## config.mk

```make
export PLATFORM = sky130hd
export DESIGN_NAME = alm_soa_pipe
export DESIGN_NICKNAME = d
export VERILOG_FILES = /design/src/rtl/alm_soa_pipe.sv
export SDC_FILE = /design/constraint.sdc
export NUM_CORES = 1
export LEC_CHECK = 0
export CELL_PAD_IN_SITES_DETAIL_PLACEMENT = 0
export CELL_PAD_IN_SITES_GLOBAL_PLACEMENT = 1
export CORE_UTILIZATION = 34
export CTS_CLUSTER_DIAMETER = 80
export DETAILED_ROUTE_END_ITERATION = 10
export PLACE_DENSITY = 0.7
export SLEW_MARGIN = 20
export SYNTH_ARGS = -nofsm -noshare
export SYNTH_HDL_FRONTEND = slang
export SYNTH_SLANG_ARGS = --single-unit
```

## constraint.sdc

```tcl
create_clock -name clk_i -period 4.05 [get_ports clk_i]
set_clock_uncertainty 0.2 [all_clocks]
set_input_delay 0.405 -clock clk_i [delete_from_list [all_inputs] [get_ports clk_i]]
set_output_delay 0.405 -clock clk_i [all_outputs]
set_load 0.005 [all_outputs]
```

## src/rtl/alm_soa_pipe.sv

```systemverilog
// Pipelined approximate logarithmic multiplier: Mitchell log/antilog with set-one-adder truncation.
// Three stages share one advance signal, so a stalled output freezes the whole pipe.
module alm_soa_pipe #(
   parameter int WIDTH     = 16,
   parameter int FRAC_BITS = 5,
   parameter int ABS_EXACT = 0,
   parameter int TAG_W     = 4
) (
   input  logic               clk_i,
   input  logic               rst_i,
   input  logic               in_valid_i,
   output logic               in_ready_o,
   input  logic [WIDTH-1:0]   x_i,
   input  logic [WIDTH-1:0]   y_i,
   input  logic               signed_i,
   input  logic [TAG_W-1:0]   tag_i,
   output logic               out_valid_o,
   input  logic               out_ready_i,
   output logic [2*WIDTH-1:0] p_o,
   output logic [TAG_W-1:0]   tag_o
);
   localparam int N  = WIDTH;
   localparam int M  = FRAC_BITS;
   localparam int K  = $clog2(WIDTH);
   localparam int LW = K + M + 1;
   localparam int EW = K + M + 2;

   // Encoded operand: {sign, k, frac, g}
   typedef logic [EW-1:0] enc_t;

   function automatic enc_t log_enc(input logic [N-1:0] x, input logic sg);
      logic         s;
      logic [N-1:0] a;
      logic [N-1:0] nrm;
      logic [K-1:0] k;
      logic [M:0]   f;
      s = sg & x[N-1];
      if (ABS_EXACT != 0) a = s ? -x : x;
      else                a = x ^ {N{s}};
      k = '0;
      for (int unsigned i = 0; i < N; i++)
         if (a[i]) k = K'(i);
      nrm = a << (N - 1 - int'(k));
      f   = nrm[N-2 -: M+1];
      return {s, k, f[M:1], f[0]};
   endfunction

   logic             adv;
   logic             v1, v2, v3;
   enc_t             ex, ey;
   logic [K+M-1:0]   lx1, ly1;
   logic             gx1, gy1, sp1, z1;
   logic [TAG_W-1:0] t1;
   logic [LW-1:0]    l2;
   logic             sp2, z2;
   logic [TAG_W-1:0] t2;
   logic [K:0]       kr;
   logic [M-1:0]     fr;
   logic [N-1:0]     mant;
   logic [2*N-1:0]   mag, pv;

   assign adv         = ~v3 | out_ready_i;
   assign in_ready_o  = adv;
   assign out_valid_o = v3;
   assign ex          = log_enc(x_i, signed_i);
   assign ey          = log_enc(y_i, signed_i);

   always_ff @(posedge clk_i) begin
      if (adv) begin
         if (in_valid_i) begin
            lx1 <= ex[EW-2:1];
            ly1 <= ey[EW-2:1];
            gx1 <= ex[0];
            gy1 <= ey[0];
            sp1 <= ex[EW-1] ^ ey[EW-1];
            z1  <= (x_i == '0) | (y_i == '0);
            t1  <= tag_i;
         end
         if (v1) begin
            l2  <= LW'(lx1) + LW'(ly1) + LW'(gx1 & gy1);
            sp2 <= sp1;
            z2  <= z1;
            t2  <= t1;
         end
      end
   end

   // Mantissa 1.fr111.. with N-1 fraction bits, scaled by 2^kr and truncated to an integer
   always_comb begin
      kr   = l2[K+M:M];
      fr   = l2[M-1:0];
      mant = {1'b1, fr, {(N-1-M){1'b1}}};
      mag  = (2*N)'(((3*N-1)'(mant) << kr) >> (N - 1));
      if (ABS_EXACT != 0) pv = sp2 ? -mag : mag;
      else                pv = mag ^ {(2*N){sp2}};
      if (z2) pv = '0;
   end

   always_ff @(posedge clk_i) begin
      if (rst_i) begin
         v1    <= 1'b0;
         v2    <= 1'b0;
         v3    <= 1'b0;
         p_o   <= '0;
         tag_o <= '0;
      end else if (adv) begin
         v1 <= in_valid_i;
         v2 <= v1;
         v3 <= v2;
         if (v2) begin
            p_o   <= pv;
            tag_o <= t2;
         end
      end
   end

endmodule

```

; After elaboration in Yosys (flattened, before gate mapping)
; Cells that the tools add are included.
[word_totals]
reg_bits = 81
latch_bits = 0
ramBits = 0
romBits = 0
output_inout_bits = 38
n_memories = 0
[classes]
addsub = 4
n_mul = 0
n_div = 0
n_lt_le_gt_ge = 0
n_eq_ne = 0
shifts = 3
muxes = 31
n_bitwise = 10
reduce_logical = 5
[op_table]
columns = cell, n
row1 = two-way mux 4 bit, 27
row2 = left shift 16 x 32 -> 15 bit, 2
row3 = left shift 16 x 5 -> 47 bit, 1
row4 = logical NOT 16 bit, 2
row5 = two-way mux 32 bit, 1
row6 = bitwise XOR 16 bit, 2
row7 = bitwise XOR 32 bit, 1
row8 = adder 10 x 1 -> 10 bit, 1
row9 = adder 9 x 9 -> 10 bit, 1
row10 = "subtractor 4 x 4 -> 5 bit, first input constant", 2
row11 = AND reduction 2 bit, 3
row12 = AND 1 bit, 3
row13 = two-way mux 1 bit, 2
row14 = two-way mux 2 bit, 1
row15 = bitwise OR 1 bit, 2
row16 = inverter 1 bit, 1
row17 = bitwise XOR 1 bit, 1

; Depth between registers and ports, before layout
; Gate-level depths: netlist of run 1.
[depth]
word_depth = 19
depth_mapped = 13

; Least setup slack after synthesis of run 1
; No wires, ideal clock.
[synth_timing]
path_kind = input to register
from = input port y_i[6]
to = register ly1[0] (data pin)
arrival_ns = 2.815
setup_slack_ns = 0.770
cell_stages = 9
path_cell_list = buf_2 > or3_4 > o32ai_4 > o21ai_1 > nor3_1 > mux2_2 > a22oi_1 > o22ai_1 > or3_1
[synth_between]
elab_chain_len = 13
[synth_rtl]
columns = item, line_no
row1 = start: declaration, 14  ; input logic [WIDTH-1:0] y_i,
row2 = bitwise XOR 16 bit *, 39  ; else a = x ^ {N{s}};
row3 = two-way mux 4 bit (10 in series), 42  ; if (a[i]) k = K'(i);
row4 = subtractor 4 x 4 -> 5 bit, 43  ; nrm = a << (N - 1 - int'(k));
row5 = left shift 16 x 32 -> 15 bit *, 43
row6 = named net ey[1], 50  ; enc_t ex, ey;
row7 = end signal: assignment, 72  ; ly1 <= ey[EW-2:1];
row8 = end: declaration, 51  ; logic [K+M-1:0] lx1, ly1;
; Mark *: on every way through the listed nets, which the timed path passes. The rest lies on a longest branch.
; A chain may end at the register's enable or synchronous reset.

; Worst setup path in the final report of run 1
[layout_timing]
from = input port signed_i
to = register lx1[3] (data pin)
[layout_between]
elab_chain_len = 19
[layout_rtl]
columns = item, line_no
row1 = start: declaration, 15  ; input logic signed_i,
row2 = AND 1 bit *, 37  ; s = sg & x[N-1];
row3 = bitwise XOR 16 bit *, 39
row4 = two-way mux 1 bit, 42
row5 = two-way mux 2 bit, 42
row6 = two-way mux 4 bit (13 in series), 42
row7 = subtractor 4 x 4 -> 5 bit, 43
row8 = left shift 16 x 32 -> 15 bit *, 43
row9 = named net ex[4], 50
row10 = end signal: assignment, 71  ; lx1 <= ex[EW-2:1];
row11 = end: declaration, 51
; Marks and branches as above.

==> impl_metrics.toml, run 1 <==
[layout]
drive_gt1_frac = 0.103
synthToLayoutAreaGrowth_pct = 22.0
diodes = 0
finalInstanceArea_um2 = 8450
final_nets = 1007

[setup_path]
required_ps = 4010
crit_path_frequent_cell = "buf_4"
worst-path-max-fanout = 9
cp_num_buf_inv = 4
startpoint_type = "input pin"
arrival_ps = 3530
worstSetupPathType = "in2reg"
cp_slowest_cell = "clkdlybuf4s50_1"
cp_top_family = "compound AO/OA/AOI/OAI gates"
slowest_delay_ps = 550
endpoint_kind = "register"
reg2reg_slack_ps = 1280
path_cells = "clkdlybuf4s50_1 -> buf_4 -> and2_1 -> buf_4 -> nor3_1 -> o21a_1 -> a21oi_1 -> buf_4 -> a311oi_1 -> a2bb2oi_1 -> mux2i_1 -> or2_0 -> a221oi_1"

[logic_synthesis]
syn_area_um2 = 6920
ys_seq_area_frac = 0.295
synth_cell_types = 81
synth_ff_type = "edfxtp_1"
async_reset_ff_frac = 0
yosys_warnings = 0
netlist_instances = 892
syn_area_per_cell_um2 = 7.76
synth-edff-count = 42
ys_seq_elements = 81
synth_nets = 943

[global_routing]
antenna_found_initial = 0
overflow = 0
grt_pass1_wl_um = 33200
gr-usage-all-layers = 0.203
grt_pass1_vias = 6299
grt_max_degree = 40

[timing]
setup-tns-final_ps = 0
drv_slew = 0
worst_slack_ps = 480
timing.hold.ws_ps = 220
period_minus_slack_ps = 3570
finalCritPeriodShare = 0.882
setup_viol = 0
worst_pin_slew_ps = 833
hold_viol_final = 0
fmax_mhz = 280
rsz0062_at_grt = "false"
max_slew_margin = 0.445

[clocking]
worstSkewPairLatency_ps = 340
cts_root_buf = "clkbuf_16"
max-clock-path-buffers = 2
numCtsBuffers = 9
holdBufCountCts = 0
cts_setup_buffers = 0
numClockSinks = 81
h-tree-depth = 3
cts_tree = "yes"
clkSlewWorstSetupHoldPaths_ps = 60
cts_resized = 0

[place]
dp_hpwl_um = 15500
placed_cell_area_um2 = 8140
port_buffers = 78
post-place-ws_ps = 156
globalplace.congestion = 0.905

[power]
fin_total_pwr_uw = 2580
leakage_uw = 0.00312
pwr-share-clk = 0.329
switching_share = 0.312
power_frac_seq = 0.378
p_int_uw = 1780
p_switching_uw = 804
p_comb_frac = 0.293
p_per_area_nw_per_um2 = 305
ir_worst_vdd_mv = 0.183

[run]
cap_violations = 0

[die]
row_count = 51
pin_count = 79
fp.dieW_um = 145
fp.dieArea_um2 = 20900
dieHeight_um = 145
initial_utilization = 0.351
core_um2 = 19700

[routing]
routed-via-count = 6848
antenna_left = 0
drtPass1Iterations = 5
drtIter0Drc = 458
drc = 0
wl_um = 20600
wl_per_cell_um = 16.8
via_per_inst = 5.59

[min_path]
hold_class = "reg2reg"

[status]
status = "finished clean"
[cells in the mapped netlist (5+ instances only)]
library cell / number / area (um2)
and2_1: 6 / 37.5
a31oi_1: 14 / 87.6
nor2b_1: 7 / 43.8
a2bb2oi_1: 5 / 43.8
o22ai_1: 5 / 31.3
a22oi_1: 33 / 248
a21oi_1: 44 / 220
mux2i_1: 26 / 260
ha_1: 8 / 100
o21ai_0: 49 / 245
nor4_1: 8 / 50.1
xnor2_1: 35 / 307
o221ai_1: 7 / 61.3
and3_1: 8 / 50.1
a21o_1: 12 / 90.1
nand2b_1: 15 / 93.8
a32oi_1: 8 / 70.1
buf_1: 7 / 26.3
edfxtp_1: 42 / 1260
buf_2: 12 / 60.1
nor3_1: 21 / 105
xor2_1: 11 / 96.3
nand2_1: 82 / 308
o311a_1: 5 / 50.1
clkbuf_1: 59 / 221
or2_2: 7 / 43.8
a211o_1: 6 / 52.6
o211ai_1: 6 / 45.0
a21boi_0: 6 / 45.0
dfxtp_1: 39 / 781
or3_1: 8 / 50.1
nor2_1: 116 / 435
a211oi_1: 12 / 90.1
nand4_1: 12 / 75.1
inv_1: 29 / 109
nand3_1: 28 / 140
o31ai_1: 10 / 75.1
[through the flow]
stage	util	instances
after global placement	0.413	1210
final	0.429	1226
after global routing	0.429	1226
after floorplan	-	892
after CTS	0.429	1226
after detailed placement	0.413	1210
[worst register-to-register path, delay by kind of cell, from the launching register on]
kind,cells,cell delay [ps]
compound gates,4,1200
flops,1,750
mux,1,190
xor+xnor,1,180
simple gates,2,120
[kinds of logic after synthesis]
logic type | Yosys count | share of synthesized area
mux | 30 | 0.0457
flops | 81 | 0.295
buf+inv | 114 | 0.0651
compound gates | 274 | 0.286
simple gates | 337 | 0.230
fa+ha+maj | 10 | 0.0202
xor+xnor | 46 | 0.0582
[state kept, by name, summed over array words and instances, names as in the netlist]
signal / cells
p_o: 32
l2: 10
lx1: 9
ly1: 9
t1: 4
t2: 4
tag_o: 4
gx1: 1
gy1: 1
out_valid_o: 1
sp1: 1
sp2: 1
v1: 1
v2: 1
z1: 1
z2: 1
[area by class of cell]
class / count / area, um2
Fill cell: 2004 / 11300
Multi-Input combinational cell: 697 / 4440
Sequential cell: 81 / 2040
Timing Repair Buffer: 133 / 1190
Tap cell: 265 / 332
Clock buffer: 11 / 254
Inverter: 34 / 128
Clock inverter: 5 / 61.3
[cell usage in the layout, fill, tap and decap left out, types with 12 or more instances in the layout]
| cell | netlist | routed |
|---|---|---|
| nand3_1 | 28 | 28 |
| a21o_1 | 12 | 12 |
| inv_1 | 29 | 29 |
| nand2_1 | 82 | 82 |
| nor2_1 | 116 | 115 |
| buf_4 | 2 | 55 |
| a211oi_1 | 12 | 12 |
| o21ai_0 | 49 | 49 |
| edfxtp_1 | 42 | 42 |
| a31oi_1 | 14 | 13 |
| nor3_1 | 21 | 21 |
| a21oi_1 | 44 | 44 |
| clkdlybuf4s50_1 | 0 | 78 |
| nand2b_1 | 15 | 15 |
| xnor2_1 | 35 | 35 |
| dfxtp_1 | 39 | 39 |
| a22oi_1 | 33 | 33 |
| mux2i_1 | 26 | 26 |
| nand4_1 | 12 | 12 |
[routing by layer]
metal  part of all wire  GRT usage  wire length, um
met4              0.024     0.0770              495
met3              0.036     0.0151              731
met1               0.46      0.266             9500
met2               0.48      0.346             9850
met5                  0          0                0
[final timing paths]
check                start      end  cells after the start
setup / recovery  signed_i   lx1[3]                     13
hold / removal          z1       z2                      0
setup reg to reg     l2[6]  p_o[16]                      8
hold reg to reg         z1       z2                      0
[power by group through the flow]
stage | clock network (uW) | logic, uW | registers (uW)
final | 849 | 757 | 974
after global routing | 904 | 838 | 981
after CTS | 869 | 756 | 975
after detailed placement | 0 | 752 | 992
after global placement | 0 | 755 | 992
after floorplan | 0 | 538 | 962
(Power assumes the default switching activity.)
==> run 2, diff against run 1 <==
GPL_TIMING_DRIVEN = 0   (was not set)
SKIP_CTS_REPAIR_TIMING = 1   (was not set)
==> impl_metrics.toml, run 2 (same netlist as run 1, synthesis figures left out) <==
[setup_path]
required_ps = 3930
ff2ff_path_depth = 9
endpoint_kind = "register"
arrival_ps = 3850
startpoint_type = "input pin"
worstSetupPathType = "in2reg"
worst-path-max-fanout = 10

[timing]
worst_pin_slew_ps = 782
hold_viol_final = 0
period_minus_slack_ps = 3970
finalCritPeriodShare = 0.979
drv_slew = 0
fmax_mhz = 252
setup-tns-final_ps = 0
rsz0062_at_grt = "false"
setup_viol = 0
max_slew_margin = 0.477

[layout]
mostFrequentLayoutCells = "nor2_1 (116), nand2_1 (82), clkdlybuf4s50_1 (64), clkbuf_1 (59), o21ai_0 (49)"
largest_reg_flops = 32
final_common_cell = "nor2_1"
reg_top3 = "p_o (32), l2 (10)"
synthToLayoutAreaGrowth_pct = 18.5
multi_input_area_um2 = 4440
stdcell_count = 1237
regArea_um2 = 2040
drive_gt1_frac = 0.0607
regMostFlops = "p_o"
fill_cells = 2032
final_nets = 1018
diodes = 0

[die]
dieHeight_um = 145
row_count = 51
pin_count = 79
fp.dieArea_um2 = 20900
core_um2 = 19700
fp.dieW_um = 145
initial_utilization = 0.351

[power]
p_int_uw = 1710
p_switching_uw = 833
p_per_area_nw_per_um2 = 310
leakage_uw = 0.00293
pwr-share-clk = 0.326
switching_share = 0.327
p_comb_frac = 0.299
power_frac_seq = 0.374
ir_worst_vdd_mv = 0.226

[global_routing]
grt_max_degree = 27
gr-usage-all-layers = 0.207
grt-busiest-layer = "met2"
met3_usage = 0.0158
grt_use_met1 = 0.263
overflow = 0
gr-usage-met2 = 0.361
grt_pass1_wl_um = 33700
antenna_found_initial = 0
grt_pass1_vias = 6359

[routing]
drtPass1Iterations = 7
routed-via-count = 6932
via_per_inst = 5.60
antenna_left = 0
drc = 0
wl_um = 21400
wl_per_cell_um = 17.3
drtIter0Drc = 330

[status]
status = "finished clean"

[clocking]
cts_root_buf = "clkbuf_16"
max-clock-path-buffers = 2
clkSlewWorstSetupHoldPaths_ps = 60
numClockSinks = 81
worstSkewPairLatency_ps = 350
numCtsBuffers = 9
cts_tree = "yes"
h-tree-depth = 3

[place]
globalplace.congestion = 0.892
dp.cells = 1221
dp_hpwl_um = 16300
port_buffers = 64

[run]
cap_violations = 0

[min_path]
hold_path_depth = 0
hold_class = "reg2reg"
## run 2: cell type report
cell class / count / share of cell area
sequential: 81 / 0.249
timing repair buffer: 64 / 0.0781
buffer: 80 / 0.0394
clock buffer: 9 / 0.0275
multi-input combinational: 697 / 0.541
inverter: 34 / 0.0156
tap: 265 / 0.0404
clock inverter: 7 / 0.00915
## run 2: worst paths after layout
path / startpoint / endpoint / slack [ps]
worst max-delay path: signed_i / ly1[0] / 80
worst min-delay path: sp1 / sp2 / 220
worst max register to register: l2[6] / p_o[19] / 1300
worst min register to register: sp1 / sp2 / 220
## run 2: metal layers
layer / vias up / wire, um
li1: 3456 / -
met1: 3268 / 9580
met2: 178 / 10600
met3: 30 / 771
met4: 0 / 514
met5: - / 0
## run 2: through the flow
| step | hold slack (ps) | worst slack (ps) | instance area [um2] | power, uW | utilization |
|---|---|---|---|---|---|
| detailed placement | 206 | -309 | 7900 | 1730 | 0.400 |
| floorplan | 200 | 770 | 6920 | 1500 | - |
| finish | 218 | 84.3 | 8200 | 2540 | 0.416 |
| global route | 231 | 2.98 | 8200 | 2680 | 0.416 |
| CTS | 221 | 60.9 | 8200 | 2560 | 0.416 |
| global placement | 200 | -286 | 7900 | 1720 | 0.400 |
## run 2: power by group through the flow
| stage | combinational [uW] | sequential (uW) | clock, uW |
|---|---|---|---|
| after detailed placement | 753 | 972 | 0 |
| after CTS | 757 | 954 | 849 |
| after global routing | 839 | 958 | 879 |
| after floorplan | 538 | 962 | 0 |
| after global placement | 754 | 971 | 0 |
| final | 762 | 953 | 830 |
## run 2: critical path: stages
cell and delay (ps):
clkdlybuf4s50_1 480, buf_4 200, and2_2 220, buf_4 200, nand4_1 200, o32ai_4 340, o21ai_1 310, nor3_2 270
mux2_2 370, a22oi_1 340, o22ai_1 140, or3_1 370
==> run 3, diff against run 2 <==
CORE_UTILIZATION = 30   (was 34)
CTS_CLUSTER_SIZE = 8   (was not set)
PLACE_DENSITY = 0.64   (was 0.7)
==> impl_metrics.toml, run 3 (same netlist as run 1, synthesis figures left out) <==
[die]
fp.dieW_um = 154
initial_utilization = 0.306
dieHeight_um = 154
row_count = 55
pin_count = 79
fp.dieArea_um2 = 23700
core_um2 = 22600

[layout]
stdcell_count = 1259
drive_gt1_frac = 0.0626
largest_reg_flops = 32
regMostFlops = "p_o"
regArea_um2 = 2040
mostFrequentLayoutCells = "nor2_1 (116), nand2_1 (82), clkdlybuf4s50_1 (64), clkbuf_1 (59), o21ai_0 (49)"
multi_input_area_um2 = 4440
synthToLayoutAreaGrowth_pct = 18.7
reg_top3 = "p_o (32), l2 (10)"
diodes = 0
fill_cells = 2393
final_nets = 1020
final_common_cell = "nor2_1"

[power]
p_switching_uw = 830
fin_total_pwr_uw = 2480
p_int_uw = 1650
leakage_uw = 0.00293
p_comb_frac = 0.309
p_per_area_nw_per_um2 = 302
pwr-share-clk = 0.307
ir_worst_vdd_mv = 0.177
switching_share = 0.335
power_frac_seq = 0.384

[run]
cap_violations = 0

[global_routing]
overflow = 0
gr-usage-all-layers = 0.186
grt_max_degree = 27
grt_pass1_wl_um = 35400
antenna_found_initial = 0
grt_pass1_vias = 6586

[setup_path]
worst-path-max-fanout = 10
arrival_ps = 3800
required_ps = 3930
worstSetupPathType = "in2reg"
startpoint_type = "input pin"
endpoint_kind = "register"

[clocking]
numCtsBuffers = 9
h-tree-depth = 3
clkSlewWorstSetupHoldPaths_ps = 60
worstSkewPairLatency_ps = 340
max-clock-path-buffers = 2
cts_root_buf = "clkbuf_16"
numClockSinks = 81
cts_tree = "yes"

[routing]
top_layer = "met4"
drt-met1-wl_um = 10100
wl_met2_um = 10600
via_per_inst = 5.50
wl_um = 22000
drtPass1Iterations = 4
antenna_left = 0
routed-via-count = 6922
drtIter0Drc = 289
wl_per_cell_um = 17.5
wl_met3_um = 809
drc = 0

[min_path]
hold_class = "reg2reg"

[place]
dp_hpwl_um = 16600
globalplace.congestion = 0.862
dp.cells = 1241
port_buffers = 64

[timing]
drv_slew = 0
setup_viol = 0
hold_viol_final = 0
max_slew_margin = 0.493
worst_pin_slew_ps = 761
finalCritPeriodShare = 0.968
setup-tns-final_ps = 0
fmax_mhz = 255
period_minus_slack_ps = 3920
rsz0062_at_grt = "false"

[status]
status = "finished clean"
-- run 3: changes by cell type in the layout (fill, tap and decap cells not counted), sizes merged --
| cell | previous run | this run |
|---|---|---|
| buf | 21 | 23 |
| bufinv | 1 | 0 |
| clkinv | 6 | 7 |
-- run 3: power by group through the flow --
| stage | clock network (uW) | registers, uW | logic, uW |
|---|---|---|---|
| after floorplan | 0 | 962 | 538 |
| after global placement | 0 | 972 | 760 |
| after detailed placement | 0 | 973 | 756 |
| after CTS | 791 | 955 | 760 |
| after global routing | 825 | 959 | 849 |
| final | 762 | 953 | 766 |
-- run 3: through the flow --
stage	cell area (um2)	utilization	worst slack (ps)	hold slack, ps
floorplan	6920	-	770	200
global placement	7920	0.350	-369	203
detailed placement	7920	0.350	-358	205
CTS	8200	0.362	3.02	222
global route	8220	0.363	41.0	233
finish	8220	0.363	131	220
-- run 3: cell type report --
type / count / share of cell area
Clock inverter: 7 / 0.00639
Clock buffer: 9 / 0.0274
Inverter: 34 / 0.0155
Sequential cell: 81 / 0.248
Tap cell: 285 / 0.0434
Buffer: 80 / 0.0393
Timing Repair Buffer: 66 / 0.0798
Multi-Input combinational cell: 697 / 0.540
-- run 3: final timing paths --
check	end	slack (ps)	startpoint	depth (start not counted)
min reg2reg	t2[2]	220	t1[2]	0
max	ly1[0]	130	signed_i	12
min	t2[2]	220	t1[2]	0
max reg2reg	p_o[19]	1330	l2[6]	9
-- run 3: layer usage --
| layer | track usage | vias up |
|---|---|---|
| met5 | 0 | - |
| met4 | 0.0643 | 0 |
| met3 | 0.0248 | 37 |
| met2 | 0.318 | 173 |
| met1 | 0.239 | 3258 |
| li1 | - | 3454 |
-- run 3: critical path: stages --
cell and delay (ps):
clkdlybuf4s50_1 470, buf_4 200, and2_2 230, buf_4 210, nand4_1 210, o32ai_4 270
o21ai_1 280, nor3_2 260, mux2_2 370, a22oi_1 340, o22ai_1 160, or3_1 380
